File: src/rtl/writeback_stage.sv
// Final pipeline stage: one-entry stage register, architectural regfile commit,
// wb forwarding record and retired-instruction counter. Optional WB_COMMIT_TRACE_EN adds sim trace/checks.
module writeback_stage #(
   parameter int          XLEN     = 32,
   parameter int          IID_W    = 16,
   parameter logic [31:0] RESET_PC = 32'h0
) (
   input  logic                      clk,
   input  logic                      rst,
   input  logic                      mem_wb_valid,
   input  logic [31:0]               mem_wb_pc,
   input  logic [IID_W-1:0]          mem_wb_inst_id,
   input  logic                      mem_wb_rf_wen,
   input  logic [4:0]                mem_wb_wb_addr,
   input  logic [XLEN-1:0]           mem_wb_wdata,
   output logic                      wb_ready,
   output logic [31:0][XLEN-1:0]     regfile,
   output logic [XLEN+6:0]           dh_wb_fw,
   output logic                      wb_retire_valid,
   output logic [31:0]               wb_pc,
   output logic [IID_W-1:0]          wb_inst_id,
   output logic [63:0]               wb_instret
);

   logic                  r_valid;
   logic [31:0]           r_pc;
   logic [IID_W-1:0]      r_iid;
   logic                  r_rf_wen;
   logic [4:0]            r_addr;
   logic [XLEN-1:0]       r_wdata;
   logic [31:0][XLEN-1:0] r_rf;
   logic [63:0]           r_instret;
   logic                  w_fw_valid;

   // Stage never stalls; pc/id hold their last value while the stage is empty.
   always_ff @(posedge clk or posedge rst) begin
      if (rst) begin
         r_valid  <= 1'b0;
         r_pc     <= RESET_PC;
         r_iid    <= '0;
         r_rf_wen <= 1'b0;
         r_addr   <= '0;
         r_wdata  <= '0;
      end else begin
         r_valid <= mem_wb_valid;
         if (mem_wb_valid) begin
            r_pc     <= mem_wb_pc;
            r_iid    <= mem_wb_inst_id;
            r_rf_wen <= mem_wb_rf_wen;
            r_addr   <= mem_wb_wb_addr;
            r_wdata  <= mem_wb_wdata;
         end
      end
   end

   assign w_fw_valid = r_valid && r_rf_wen && (r_addr != 5'd0);

   always_ff @(posedge clk or posedge rst) begin
      if (rst) begin
         r_rf <= '0;
      end else if (w_fw_valid) begin
         r_rf[r_addr] <= r_wdata;
      end
   end

   always_ff @(posedge clk or posedge rst) begin
      if (rst) begin
         r_instret <= '0;
      end else if (r_valid) begin
         r_instret <= r_instret + 64'd1;
      end
   end

   assign wb_ready        = 1'b1;
   assign regfile         = r_rf;
   assign dh_wb_fw        = w_fw_valid ? {2'b11, r_addr, r_wdata} : '0;
   assign wb_retire_valid = r_valid;
   assign wb_pc           = r_pc;
   assign wb_inst_id      = r_iid;
   assign wb_instret      = r_instret;

`ifdef WB_COMMIT_TRACE_EN
   always @(posedge clk) begin
      if (!rst) begin
         if (w_fw_valid)
            $display("data,wbstage.commit,h,%b", {r_pc, r_iid, r_addr, r_wdata});
         if (r_valid)
            $display("data,wbstage.retire,h,%h", r_iid);
         assert (!(mem_wb_rf_wen && !mem_wb_valid && (mem_wb_wb_addr != 5'd0)))
            else $error("wbstage protocol error: rf_wen without valid");
      end
   end
`else
`endif

endmodule

File: config.mk
export PLATFORM = sky130hd
export DESIGN_NAME = writeback_stage
export DESIGN_NICKNAME = d
export VERILOG_FILES = /design/src/rtl/writeback_stage.sv
export SDC_FILE = /design/constraint.sdc
export NUM_CORES = 2
export LEC_CHECK = 0
export ABC_CLOCK_PERIOD_IN_PS = 58300
export BUFFER_PORTS_ARGS = -buffer_cell sky130_fd_sc_hd__buf_2
export CORE_AREA = 2 2 493 495
export CTS_BUF_LIST = sky130_fd_sc_hd__clkbuf_2
export CTS_CLUSTER_DIAMETER = 60
export DETAILED_ROUTE_END_ITERATION = 8
export DIE_AREA = 0 0 495 497
export GPL_TIMING_DRIVEN = 0
export HOLD_SLACK_MARGIN = 0.06
export PLACE_DENSITY = 0.41
export SLEW_MARGIN = 20
export SYNTH_ARGS = -nofsm -noshare
export SYNTH_HDL_FRONTEND = slang
export SYNTH_SLANG_ARGS = --single-unit
File: constraint.sdc
create_clock -name clk -period 58.3 [get_ports clk]
set_input_delay 11.66 -clock clk [delete_from_list [all_inputs] [get_ports clk]]
set_output_delay 11.66 -clock clk [all_outputs]
set_load 0.03 [all_outputs]
==> impl_metrics.toml <==
[timing]
setup_viol = 0
clock.fmax_mhz = 61.3
fin_crit_ns = 16.31
rsz0062_at_grt = "no"
worst_slew_pin_slew_ns = 1.22
relSlewSlack_pct = 18.4
fin_crit_sh_pct = 28.0
hold_viol_final = 0
report.final.slew_viol_count = 0
clock-skew-final_ns = 0.320
hold_ws_ns = 0.460
fin_setup_tns_ns = 0

[drt]
drt_iter0_markers = 1047
post_drt_wl_per_cell_um = 27.0
drc = 0
antenna_left = 0
viasPerCell = 3.96
dr.pass1.iters = 5
wirelength_um = 213000
routed-via-count = 31200

[clock_network]
clk_pin_slew_ns = 0.09
postCtsHoldBufs = 0
cts_setup_buffers = 0
ctsResizeCount = 0
clk_latency_ns = 1.77
cts_sinks = 1175
root_buffer = "clkbuf_2"
clockBufferDepth = 4
numCtsBuffers = 358
htree_levels = 5
cts_tree = "yes"

[flow_run]
drv_cap = 0

[pwr]
switching_share_pct = 42.0
p_int_mw = 1.47
p_leak_nw = 31.2
p_per_area_mw_per_mm2 = 43.5
finalPower_mw = 2.54
power_frac_clock_pct = 25.0
ir_worst_vdd_mv = 0.0189
power_frac_seq_pct = 42.3
combPwrFrac_pct = 32.7
p_sw_mw = 1.07

[finish]
layout_commonest_cell = "buf_2"
syn_to_final_growth_pct = 31.4
final_cells = 7882
nNetsFinal = 4522
drive_gt1_share_pct = 64.1
layout_common_cells = "buf_2 (1,316), dfrtp_1 (1,172), mux2_2 (1,079)"
fillerInstances = 25900
stdcell_area_sq_mm = 0.0584

[min_path]
hold_class = "reg2reg"

[floorplanning]
die_y_um = 497
die_w_um = 495
die_area_sq_mm = 0.246
initial_core_util_pct = 18.5
num_rows = 180
core_area_sq_mm = 0.240
ios = 1266

[yosys]
syn-cell-area_sq_mm = 0.0444
synth_top_flop_cell = "dfrtp_1"
synth_cell_types = 37
ys_seq_elements = 1175
synth_edf_count = 0
seq_area_frac_synth_pct = 66.2
ys_warn_count = 0
syn_inst = 2789
async_reset_ff_share_pct = 100
syn_nets = 2879
postSynthAreaPerCell_sq_um = 15.9

[setup_path]
cp_top_family = "buffers and inverters"
slowest_stage = "clkbuf_1"
path_common_cell = "clkbuf_1"
crit_path_start_kind = "flip-flop"
path_max_fanout = 10
path_buf_inv = 3
worstPathArrival_ns = 4.65
critPathRequiredTime_ns = 46.64
worstSetupEndpointType = "primary output"
crit_type = "reg2out"
worstPathCellList = "clkbuf_1 > nor3_1 > a21oi_2 > clkbuf_1 > and2_1 > buf_2"
slowest_delay_ns = 0.70

[run_status]
outcome = "finished, final reports clean"

[global_routing]
grt_pass1_vias = 32700
grt_pass1_wl_um = 286000
grt_max_degree = 97
antenna_found_initial = 85
grt_use_total_pct = 16.8
grt.overflow.total = 0

[placement]
dp.final_hpwl_um = 163000
port_buffers = 1264
gp_congestion = 0.806
place_inst = 7257
place_area_sq_mm = 0.0553
==> power groups by stage <==
stage,Combinational [mW],Clock [mW],Sequential (mW)
after floorplan,0.181,0,1.41
after global placement,0.837,0,1.09
after detailed placement,0.842,0,1.09
after CTS,0.843,0.674,1.08
after global routing,0.867,0.711,1.10
final,0.829,0.634,1.07
==> worst reg2reg max path, delay by kind of cell, from the launching register on <==
kind,cells,cell delay (ns)
buffers and inverters,2,1.43
AND/OR/NAND/NOR,2,1.19
multiplexers,1,0.41
flip-flops,1,0.33
==> cell type report <==
cell class	instances	area, sq um	area share (%)
Sequential cell	1175	29400	50.4
Multi-Input combinational cell	1368	14000	24.0
Timing Repair Buffer	1283	6820	11.7
Tap cell	3185	3990	6.83
Clock buffer	515	2580	4.42
Buffer	242	1010	1.74
Clock inverter	80	420	0.720
Antenna cell	30	75.1	0.129
Inverter	4	22.5	0.0386
==> cells in the mapped netlist (14+ instances only) <==
cell type / count / area (sq um)
xnor2_1: 35 / 307
clkbuf_1: 152 / 571
xor2_1: 28 / 245
dfrtp_1: 1175 / 29400
nor2_1: 30 / 113
nand2_1: 32 / 120
nand4_1: 20 / 125
buf_2: 48 / 240
nor3_1: 14 / 70.1
nand3_1: 30 / 150
buf_1: 38 / 143
mux2_2: 1079 / 12200
and2_1: 39 / 244
and3_1: 15 / 93.8
==> cells by family (layout without fill, tap and decap cells) <==
logic type      count (synthesis)  after routing  share of synthesized area (%)
other cells                     1             31                        0.00844
xor+xnor                       63             63                           1.24
compound gates                  1              1                         0.0113
flops                        1175           1175                           66.2
buf+inv                       246           2124                           2.25
simple gates                  223            223                           2.90
fa+ha+maj                       1              1                         0.0282
mux                          1079           1079                           27.4
==> flip-flops by register name, summed over array words and instances (netlist names) <==
name and count:
wb_instret 64, r_wdata 32, regfile 1024, wb_pc 32, wb_inst_id 16, wb_retire_valid 1
r_rf_wen 1, r_addr 5
==> per-layer routing <==
metal	share of wire [%]	up-vias	global-route usage (%)	wire length, um
li1	-	13300	-	-
met1	39	16000	19.0	82200
met2	48	1395	28.4	103000
met3	9.4	446	7.03	20000
met4	3.4	62	5.89	7210
met5	0.18	-	0	378
==> final timing paths <==
kind | startpoint | endpoint | slack, ns | depth (start not counted)
worst max-delay path | r_addr[3]$_DFFE_PP0P_ | dh_wb_fw[3] | 41.99 | 6
worst min-delay path | regfile[4]$_DFFE_PP0P_ | regfile[4]$_DFFE_PP0P_ | 0.46 | 1
worst max register to register | r_addr[3]$_DFFE_PP0P_ | regfile[793]$_DFFE_PP0P_ | 54.78 | 5
worst min register to register | regfile[4]$_DFFE_PP0P_ | regfile[4]$_DFFE_PP0P_ | 0.46 | 1
max in group asynchronous | rst | wb_pc[1]$_DFFE_PP0P_ | 45.55 | 7
min in group asynchronous | rst | regfile[586]$_DFFE_PP0P_ | 9.94 | 2
==> through the flow <==
step	setup slack (ns)	util [%]
after floorplan	13.54	-
after global placement	-3.15	22.8
after detailed placement	43.56	23.0
after CTS	41.48	24.3
after global routing	41.50	24.3
final	41.99	24.3
(Power assumes the default switching activity.)
